`config.mk`:
```
export PLATFORM = sky130hd
export DESIGN_NAME = sample_packer_flat
export DESIGN_NICKNAME = d
export VERILOG_FILES = /design/src/rtl/sample_packer_if.sv /design/src/rtl/sample_packer.sv /design/src/flat_wrapper.sv
export SDC_FILE = /design/constraint.sdc
export NUM_CORES = 1
export LEC_CHECK = 0
export CELL_PAD_IN_SITES_DETAIL_PLACEMENT = 2
export CELL_PAD_IN_SITES_GLOBAL_PLACEMENT = 2
export CORE_MARGIN = 5
export CORE_UTILIZATION = 34
export CTS_CLUSTER_SIZE = 14
export DETAILED_ROUTE_END_ITERATION = 12
export GPL_ROUTABILITY_DRIVEN = 0
export PLACE_DENSITY_LB_ADDON = 0.15
export RECOVER_POWER = 50
export SYNTH_ARGS = -nofsm -noshare
export SYNTH_HDL_FRONTEND = slang
export SYNTH_SLANG_ARGS = --single-unit
```
`constraint.sdc`:
```
create_clock -name slow_clk -period 2.3 [get_ports slow_clk]
set_input_delay 0.46 -clock slow_clk [delete_from_list [all_inputs] [get_ports slow_clk]]
set_output_delay 0.46 -clock slow_clk [all_outputs]
set_load 0.1 [all_outputs]
```
`src/rtl/sample_packer_if.sv`:
```
`default_nettype none
// ============================================================================
// sample_packer_if : sample-in / packed-word-out bundle for sample_packer
// Rev 1.0
// ============================================================================
interface sample_packer_if #(
    parameter int DATA_W = 8,
    parameter int PACK_N = 4,
    parameter int CNT_W  = 8
);
    localparam int CNT_BITS = $clog2(PACK_N + 1);

    logic                       valid_i;
    logic [DATA_W-1:0]          data_i;
    logic                       flush_i;
    logic                       valid_o;
    logic                       ready_i;
    logic [PACK_N*DATA_W-1:0]   data_o;
    logic [CNT_BITS-1:0]        count_o;
    logic                       overflow_o;
    logic [CNT_W-1:0]           drop_cnt_o;

    modport slave (
        input  valid_i, data_i, flush_i, ready_i,
        output valid_o, data_o, count_o, overflow_o, drop_cnt_o
    );

    modport master (
        output valid_i, data_i, flush_i, ready_i,
        input  valid_o, data_o, count_o, overflow_o, drop_cnt_o
    );
endinterface
`default_nettype wire

```
`src/rtl/sample_packer.sv`:
```
`default_nettype none
// ============================================================================
// sample_packer : packs PACK_N samples LSB-first into one word on valid/ready
// Rev 1.0
// ============================================================================
module sample_packer #(
    parameter int DATA_W = 8,
    parameter int PACK_N = 4,
    parameter int CNT_W  = 8
) (
    input  logic             slow_clk,
    input  logic             rst,
    sample_packer_if.slave   bus
);
    localparam int               CW         = $clog2(PACK_N + 1);
    localparam int               WW         = PACK_N * DATA_W;
    localparam logic [CW-1:0]    c_CNT_FULL = CW'(PACK_N);

    logic [WW-1:0]      acc_data_q, acc_data_d;
    logic [CW-1:0]      acc_cnt_q, acc_cnt_d;
    logic               flush_pend_q, flush_pend_d;
    logic               valid_q, valid_d;
    logic [WW-1:0]      data_q, data_d;
    logic [CW-1:0]      count_q, count_d;
    logic               ovf_q, ovf_d;
    logic [CNT_W-1:0]   drop_q, drop_d;

    logic               w_out_free;
    logic               w_acc_full;
    logic               w_flush;
    logic [CW-1:0]      w_cnt_next;
    logic [WW-1:0]      w_acc_wr;

    // Slots above acc_cnt are always zero, so a partial emit needs no masking.
    always_comb begin
        w_acc_wr = acc_data_q;
        for (int k = 0; k < PACK_N; k++) begin
            if (acc_cnt_q == CW'(k)) begin
                w_acc_wr[k*DATA_W +: DATA_W] = bus.data_i;
            end
        end
    end

    always_comb begin
        w_out_free   = !valid_q || bus.ready_i;
        w_acc_full   = (acc_cnt_q == c_CNT_FULL);
        w_flush      = flush_pend_q || bus.flush_i;
        w_cnt_next   = acc_cnt_q + 1'b1;

        acc_data_d   = acc_data_q;
        acc_cnt_d    = acc_cnt_q;
        flush_pend_d = w_flush;
        valid_d      = valid_q && !bus.ready_i;
        data_d       = data_q;
        count_d      = count_q;
        ovf_d        = ovf_q;
        drop_d       = drop_q;

        if (w_acc_full && w_out_free) begin
            valid_d      = 1'b1;
            data_d       = acc_data_q;
            count_d      = c_CNT_FULL;
            flush_pend_d = 1'b0;
            if (bus.valid_i) begin
                acc_data_d = {{(WW-DATA_W){1'b0}}, bus.data_i};
                acc_cnt_d  = CW'(1);
            end else begin
                acc_data_d = '0;
                acc_cnt_d  = '0;
            end
        end else if (bus.valid_i && !w_acc_full) begin
            if (w_out_free && ((w_cnt_next == c_CNT_FULL) || w_flush)) begin
                valid_d      = 1'b1;
                data_d       = w_acc_wr;
                count_d      = w_cnt_next;
                flush_pend_d = 1'b0;
                acc_data_d   = '0;
                acc_cnt_d    = '0;
            end else begin
                acc_data_d   = w_acc_wr;
                acc_cnt_d    = w_cnt_next;
            end
        end else if (bus.valid_i) begin
            ovf_d = 1'b1;
            if (drop_q != '1) begin
                drop_d = drop_q + 1'b1;
            end
        end else if (w_flush) begin
            // A full stalled accumulator keeps the request until the full-word emit.
            if (acc_cnt_q == '0) begin
                flush_pend_d = 1'b0;
            end else if (w_out_free) begin
                valid_d      = 1'b1;
                data_d       = acc_data_q;
                count_d      = acc_cnt_q;
                flush_pend_d = 1'b0;
                acc_data_d   = '0;
                acc_cnt_d    = '0;
            end
        end
    end

    always_ff @(posedge slow_clk) begin
        if (rst) begin
            acc_data_q   <= '0;
            acc_cnt_q    <= '0;
            flush_pend_q <= 1'b0;
            valid_q      <= 1'b0;
            data_q       <= '0;
            count_q      <= '0;
            ovf_q        <= 1'b0;
            drop_q       <= '0;
        end else begin
            acc_data_q   <= acc_data_d;
            acc_cnt_q    <= acc_cnt_d;
            flush_pend_q <= flush_pend_d;
            valid_q      <= valid_d;
            data_q       <= data_d;
            count_q      <= count_d;
            ovf_q        <= ovf_d;
            drop_q       <= drop_d;
        end
    end

    assign bus.valid_o    = valid_q;
    assign bus.data_o     = data_q;
    assign bus.count_o    = count_q;
    assign bus.overflow_o = ovf_q;
    assign bus.drop_cnt_o = drop_q;
endmodule
`default_nettype wire

```
`src/flat_wrapper.sv`:
```
// flat-port wrapper written by rule: the top's interface ports become plain ports
module sample_packer_flat 
#(
    parameter int DATA_W = 8,
    parameter int PACK_N = 4,
    parameter int CNT_W  = 8
)
  (slow_clk, rst, bus_valid_i, bus_data_i, bus_flush_i, bus_ready_i, bus_valid_o, bus_data_o, bus_count_o, bus_overflow_o, bus_drop_cnt_o);
  sample_packer_if #(.DATA_W(DATA_W), .PACK_N(PACK_N), .CNT_W(CNT_W)) bus_i ();
  input  logic slow_clk;
  input  logic rst;
  input wire logic [$bits(bus_i.valid_i)-1:0] bus_valid_i;
  input wire logic [$bits(bus_i.data_i)-1:0] bus_data_i;
  input wire logic [$bits(bus_i.flush_i)-1:0] bus_flush_i;
  input wire logic [$bits(bus_i.ready_i)-1:0] bus_ready_i;
  output wire logic [$bits(bus_i.valid_o)-1:0] bus_valid_o;
  output wire logic [$bits(bus_i.data_o)-1:0] bus_data_o;
  output wire logic [$bits(bus_i.count_o)-1:0] bus_count_o;
  output wire logic [$bits(bus_i.overflow_o)-1:0] bus_overflow_o;
  output wire logic [$bits(bus_i.drop_cnt_o)-1:0] bus_drop_cnt_o;
  assign bus_i.valid_i = bus_valid_i;
  assign bus_i.data_i = bus_data_i;
  assign bus_i.flush_i = bus_flush_i;
  assign bus_i.ready_i = bus_ready_i;
  assign bus_valid_o = bus_i.valid_o;
  assign bus_data_o = bus_i.data_o;
  assign bus_count_o = bus_i.count_o;
  assign bus_overflow_o = bus_i.overflow_o;
  assign bus_drop_cnt_o = bus_i.drop_cnt_o;
  sample_packer #(.DATA_W(DATA_W), .PACK_N(PACK_N), .CNT_W(CNT_W)) u_core (.slow_clk(slow_clk), .rst(rst), .bus(bus_i));
endmodule
```
# Word level (Yosys, flattened, before mapping)
# Cells that the tools add are included.
dict set report word_totals {
  reg_bits 81
  input_bits 13
  out_inout_bits 45
  word_cells 93
}
dict set report op_classes {
  n_addsub 2
  eq_ne 12
  muxes 47
  bitwise_logic 2
  n_reduce_logical 21
}
# operator n
set op_table {}
lappend op_table {{$mux W32} 14}
lappend op_table {{$mux W3} 14}
lappend op_table {{$mux W8} 5}
lappend op_table {{$mux W1} 14}
lappend op_table {{$reduce_and A5 Y1} 2}
lappend op_table {{$add A8 B1 Y8 const B} 1}
lappend op_table {{$ne A8 B8 Y1 const B} 1}
lappend op_table {{$reduce_and A4 Y1} 2}
lappend op_table {{$eq A3 B2 Y1 const B} 2}
lappend op_table {{$eq A3 B3 Y1 const B} 2}
lappend op_table {{$reduce_bool A3 Y1} 2}
lappend op_table {{$logic_and A1 B1 Y1} 4}
lappend op_table {{$ne A2 B2 Y1 const B} 2}
lappend op_table {{$reduce_bool A2 Y1} 2}
lappend op_table {{$add A3 B1 Y3 const B} 1}
lappend op_table {{$eq A3 B1 Y1 const B} 1}
lappend op_table {{$logic_not A1 Y1} 3}
lappend op_table {{$logic_not A3 Y1} 1}
lappend op_table {{$logic_or A1 B1 Y1} 3}
lappend op_table {{$ne A3 B1 Y1 const B} 1}
lappend op_table {{$ne A3 B2 Y1 const B} 1}
lappend op_table {{$ne A3 B3 Y1 const B} 1}
lappend op_table {{$reduce_and A3 Y1} 1}
lappend op_table {{$ne A2 B1 Y1 const B} 1}
lappend op_table {{other kinds (2)} 3}

# Depth between registers and ports, before layout
dict set report depth {
  depth_word 8
  depth_mapped 8
  ltp_nobuf 6
}

# Least setup slack after synthesis
# Ideal clock, no wire load.
dict set report synth_timing {
  kind {register to register}
  startpoint {reg u_core.valid_q, in the netlist u_core.bus.valid_o}
  endpoint {reg u_core.data_q[24], in the netlist u_core.bus.data_o[24]}
  setup_time_ns 0.121
  arrival_ns 2.247
  required_time_ns 2.179
  setup_slack_ns -0.067
  stages_incl_launch_ff 7
  path_buffers 2
  synth_period_minus_slack_ns 2.367
  path_cell_list {dfxtp_1 > nor2b_1 > buf_2 > a21oi_1 > buf_2 > o22ai_4 > mux2_2}
}
dict set report synth_between {
  elab_chain_len 5
  word_cells_on_any_way 11
  classes_between {eq/ne: 3; mux: 1; reduce/logical: 7}
}
# element line
set synth_lines {}
lappend synth_lines {{start, declared} sample_packer.sv:22} ;# logic valid_q, valid_d;
lappend synth_lines {{start signal, assigned} sample_packer.sv:117} ;# valid_q <= valid_d;
lappend synth_lines {{$logic_not A1 Y1 (*)} sample_packer.sv:45} ;# w_out_free = !valid_q || bus.ready_i;
lappend synth_lines {{$logic_or A1 B1 Y1 (*)} sample_packer.sv:45}
lappend synth_lines {{$logic_and A1 B1 Y1 (on tied branches)} {sample_packer.sv:72, sample_packer.sv:59}}
lappend synth_lines {{$ne A3 B2 Y1 (no source line) (tied with other cells)} -}
lappend synth_lines {{$reduce_and A5 Y1 (no source line)} -}
lappend synth_lines {{end signal, assigned} sample_packer.sv:118} ;# data_q <= data_d;
lappend synth_lines {{end, declared} sample_packer.sv:23} ;# logic [WW-1:0] data_q, data_d;
# Mark *: on every way between the ends. The rest lies on a longest branch, timed or not.
# A chain may end at the register's enable or synchronous reset.

# Final worst setup path
dict set report layout_timing {
  startpoint {reg u_core.acc_cnt_q[1]}
  endpoint {reg u_core.acc_data_q[24]}
}
dict set report layout_between {
  elab_chain_len 7
  word_cells_on_any_way 19
  classes_between {add/sub: 1; eq/ne: 5; mux: 4; reduce/logical: 9}
}
# element line
set layout_lines {}
lappend layout_lines {{start, declared} sample_packer.sv:20} ;# logic [CW-1:0] acc_cnt_q, acc_cnt_d;
lappend layout_lines {{start signal, assigned} sample_packer.sv:115} ;# acc_cnt_q <= acc_cnt_d;
lappend layout_lines {{$add A3 B1 Y3} sample_packer.sv:48} ;# w_cnt_next = acc_cnt_q + 1'b1;
lappend layout_lines {{$eq A3 B3 Y1} sample_packer.sv:72} ;# if (w_out_free && ((w_cnt_next == c_CNT_FULL) || w_flush)) begin
lappend layout_lines {{$logic_or A1 B1 Y1} sample_packer.sv:72}
lappend layout_lines {{$logic_and A1 B1 Y1} sample_packer.sv:72}
lappend layout_lines {{$mux W32} sample_packer.sv:72}
lappend layout_lines {{$mux W32} sample_packer.sv:71} ;# end else if (bus.valid_i && !w_acc_full) begin
lappend layout_lines {{$mux W32} sample_packer.sv:59} ;# if (w_acc_full && w_out_free) begin
lappend layout_lines {{end signal, assigned} sample_packer.sv:114} ;# acc_data_q <= acc_data_d;
lappend layout_lines {{end, declared} sample_packer.sv:19} ;# logic [WW-1:0] acc_data_q, acc_data_d;
# Parallel ways exist; a longest one is shown, timed or not.

==> out/qor.json <==
{
  "first_global_vias": {"value": 4143},
  "ys_seq_area_frac": {"value": 0.393},
  "async_reset_ff_frac": {"value": 0},
  "critPathKind": {"value": "reg -> reg"},
  "detailroute.via_count": {"value": 3773},
  "final.setup.worst_slack": {"value": 0.0477, "unit": "ns"},
  "global_route.overflow_total": {"value": 0},
  "summed_instance_area_of_the_synthesized_netlist": {"value": 4130, "unit": "sq um"},
  "grtUsageTotal": {"value": 0.196},
  "synth-edff-count": {"value": 0},
  "timing_max_transition_violations_final": {"value": 0},
  "power.leakage": {"value": 2.18, "unit": "nW"},
  "tightest_slew": {"value": 1.17, "unit": "ns"},
  "timing.critical_path.required": {"value": 2.58, "unit": "ns"},
  "slew_headroom": {"value": 0.224},
  "largest_net_degree_at_the_start_of_global_routing": {"value": 45},
  "rsz0062_at_grt": {"value": "true"},
  "design.die.area": {"value": 14400, "unit": "sq um"},
  "total_power": {"value": 0.00365, "unit": "W"},
  "numClockSinks": {"value": 81},
  "report.final.hold_viol_count": {"value": 0},
  "postSynthNetCount": {"value": 456},
  "dp_slack": {"value": -0.120, "unit": "ns"},
  "dp_hpwl": {"value": 9450, "unit": "um"},
  "drcViolationCount": {"value": 0},
  "synth_top_cell_area_share": {"value": 0.393},
  "rows": {"value": 40},
  "design.final.nets": {"value": 512},
  "cts_root_buffer": {"value": "clkbuf_16"},
  "initial_utilization": {"value": 0.345},
  "hold-worst-slack": {"value": 0.469, "unit": "ns"},
  "io-pin-count": {"value": 58},
  "grt_antenna_before_repair": {"value": 0},
  "die_x": {"value": 120, "unit": "um"},
  "routed_wirelength": {"value": 13700, "unit": "um"},
  "synth_top_cells_by_area": {"value": "dfxtp_1 39%, mux2i_1 6.3%, o211a_1 6.1%"},
  "synthesis.area_per_instance": {"value": 9.46, "unit": "sq um"},
  "clk_pin_slew": {"value": 0.06, "unit": "ns"},
  "worst_case_clock_buffer_depth": {"value": 2},
  "number_of_max_cap_violations": {"value": 0},
  "placed_cells_incl_taps": {"value": 627},
  "port_buffers": {"value": 57},
  "synth_cells": {"value": 436},
  "first_pass_grt_wire_length": {"value": 22700, "unit": "um"},
  "number_of_drc_markers_after_the_initial_detailed_route_iteration": {"value": 163},
  "ys_seq_elements": {"value": 81},
  "htree_levels": {"value": 3},
  "worst_clock_skew": {"value": 0.00662, "unit": "ns"},
  "floorplan.core_area": {"value": 12000, "unit": "sq um"},
  "setup_viol": {"value": 0},
  "layout-drive-gt1-share": {"value": 0.235},
  "worst_hold_path_type": {"value": "reg -> reg"},
  "outcome": {"value": "complete, no violations"},
  "route.detailed.vias_per_inst": {"value": 5.89},
  "fmax": {"value": 444, "unit": "MHz"},
  "layout.cells.non_filler": {"value": 641},
  "final.period_utilization": {"value": 0.979},
  "biggest_fanout_along_the_worst_timing_path": {"value": 8},
  "synth-main-ff-cell": {"value": "dfxtp_1"},
  "num-fill-cells": {"value": 1302},
  "post-synth-top-count-cell": {"value": "dfxtp_1"},
  "wl_per_cell": {"value": 21.3, "unit": "um"},
  "insertedDiodeCount": {"value": 0},
  "power.density_cell_area": {"value": 727, "unit": "nW/um^2"},
  "synth_warnings": {"value": 0},
  "crit_path_start_kind": {"value": "flip-flop"},
  "ctsHoldBuffers": {"value": 0},
  "clk_lat_worst_skew": {"value": 0.35, "unit": "ns"},
  "ir_worst_vdd": {"value": 0.281, "unit": "mV"},
  "synth.largest_area_cell": {"value": "dfxtp_1"},
  "critPathArrivalTime": {"value": 2.53, "unit": "ns"},
  "tritoncts": {"value": "yes"},
  "antenna_violating_nets_post_route": {"value": 0},
  "synthToLayoutAreaGrowth": {"value": 21.6, "unit": "%"},
  "drt_pre_antenna_iters": {"value": 4},
  "period_minus_ws_final": {"value": 2.25, "unit": "ns"},
  "cts_buffers": {"value": 9},
  "cell_variety_after_synth": {"value": 56},
  "critical_path.endpoint_type": {"value": "flip-flop"},
  "synth_common_cells": {"value": "81 x dfxtp_1, 32 x nand3_1, 26 x clkbuf_1, 26 x mux2i_1"},
  "chipHeight": {"value": 120, "unit": "um"}
}
[stage by stage]
| stage | setup TNS (ns) | cell area (sq um) | utilization |
|---|---|---|---|
| floorplan | 0 | 4130 | - |
| global route | -0.367 | 5010 | 0.419 |
| global placement | -0.583 | 4870 | 0.407 |
| finish | 0 | 5010 | 0.419 |
| detailed placement | -1.42 | 4870 | 0.407 |
| CTS | 0 | 5130 | 0.429 |
[placed cells by master (no fill, tap or decap), drive strengths merged, types with 11 or more instances in the layout]
cell type / n
dfxtp: 81
clkbuf: 58
buf: 36
nand3: 33
mux2i: 26
o211a: 25
o221ai: 25
o21ai: 25
nand2: 21
a21oi: 19
a211oi: 18
nor2b: 13
clkdlybuf4s50: 11
[repair_timing]
item	CTS	global route
setup endpoints to repair	7	47
setup buffers	0	1
gates resized for setup	1	2
endpoints found under the hold margin	0	0
[metal layers]
layer  vias up  GRT usage  wire length, um
li1       1784          -                -
met1      1914      0.256             6400
met2        59      0.328             6590
met3        16     0.0297              418
met4         0     0.0666              240
met5         -          0                0
[critical path: stages (launching register included)]
cell,delay [ns]
dfxtp_1,0.35
ha_1,0.20
ha_1,0.35
nand2b_1,0.18
a21oi_2,0.07
buf_4,0.18
o32ai_2,0.58
a32o_1,0.28
[final timing paths]
kind,end,startpoint,slack [ns],depth (start not counted)
setup reg to reg,u_core.acc_data_q[24],u_core.acc_cnt_q[1],0.05,7
setup / recovery,u_core.acc_data_q[24],u_core.acc_cnt_q[1],0.05,7
hold reg to reg,u_core.acc_data_q[4],u_core.acc_data_q[4],0.47,2
hold / removal,u_core.acc_data_q[4],u_core.acc_data_q[4],0.47,2
[registers in the layout (all words and copies together), names as in the netlist]
signal / flops
u_core.acc_cnt_q: 3
u_core.bus.count_o: 3
u_core.flush_pend_q: 1
u_core.acc_data_q: 32
u_core.bus.drop_cnt_o: 8
u_core.bus.overflow_o: 1
u_core.bus.valid_o: 1
u_core.bus.data_o: 32
[logic make-up (layout without fill, tap and decap cells)]
group,count (synthesis),in the layout,synth area share
buf+inv,55,113,0.0588
compound gates,150,150,0.293
mux,34,34,0.0849
simple gates,106,106,0.142
fa+ha+maj,7,7,0.0212
xor+xnor,3,3,0.00637
flops,81,81,0.393
[cell type report]
class	instances	area, sq um	area share
clock inverter	1	5.00	0.000998
sequential	81	1620	0.324
inverter	7	26.3	0.00524
multi-input combinational	300	2270	0.453
tap	147	184	0.0367
clock buffer	12	246	0.0492
timing repair buffer	93	658	0.131
[report_power, final]
group / internal, W / leakage (nW) / switching [W]
clock: 0.000742 / 0.124 / 0.000558
sequential: 0.00146 / 0.660 / 0.0000346
combinational: 0.000227 / 1.40 / 0.000622
total: 0.00243 / 2.18 / 0.00121
(Power assumes the default switching activity.)
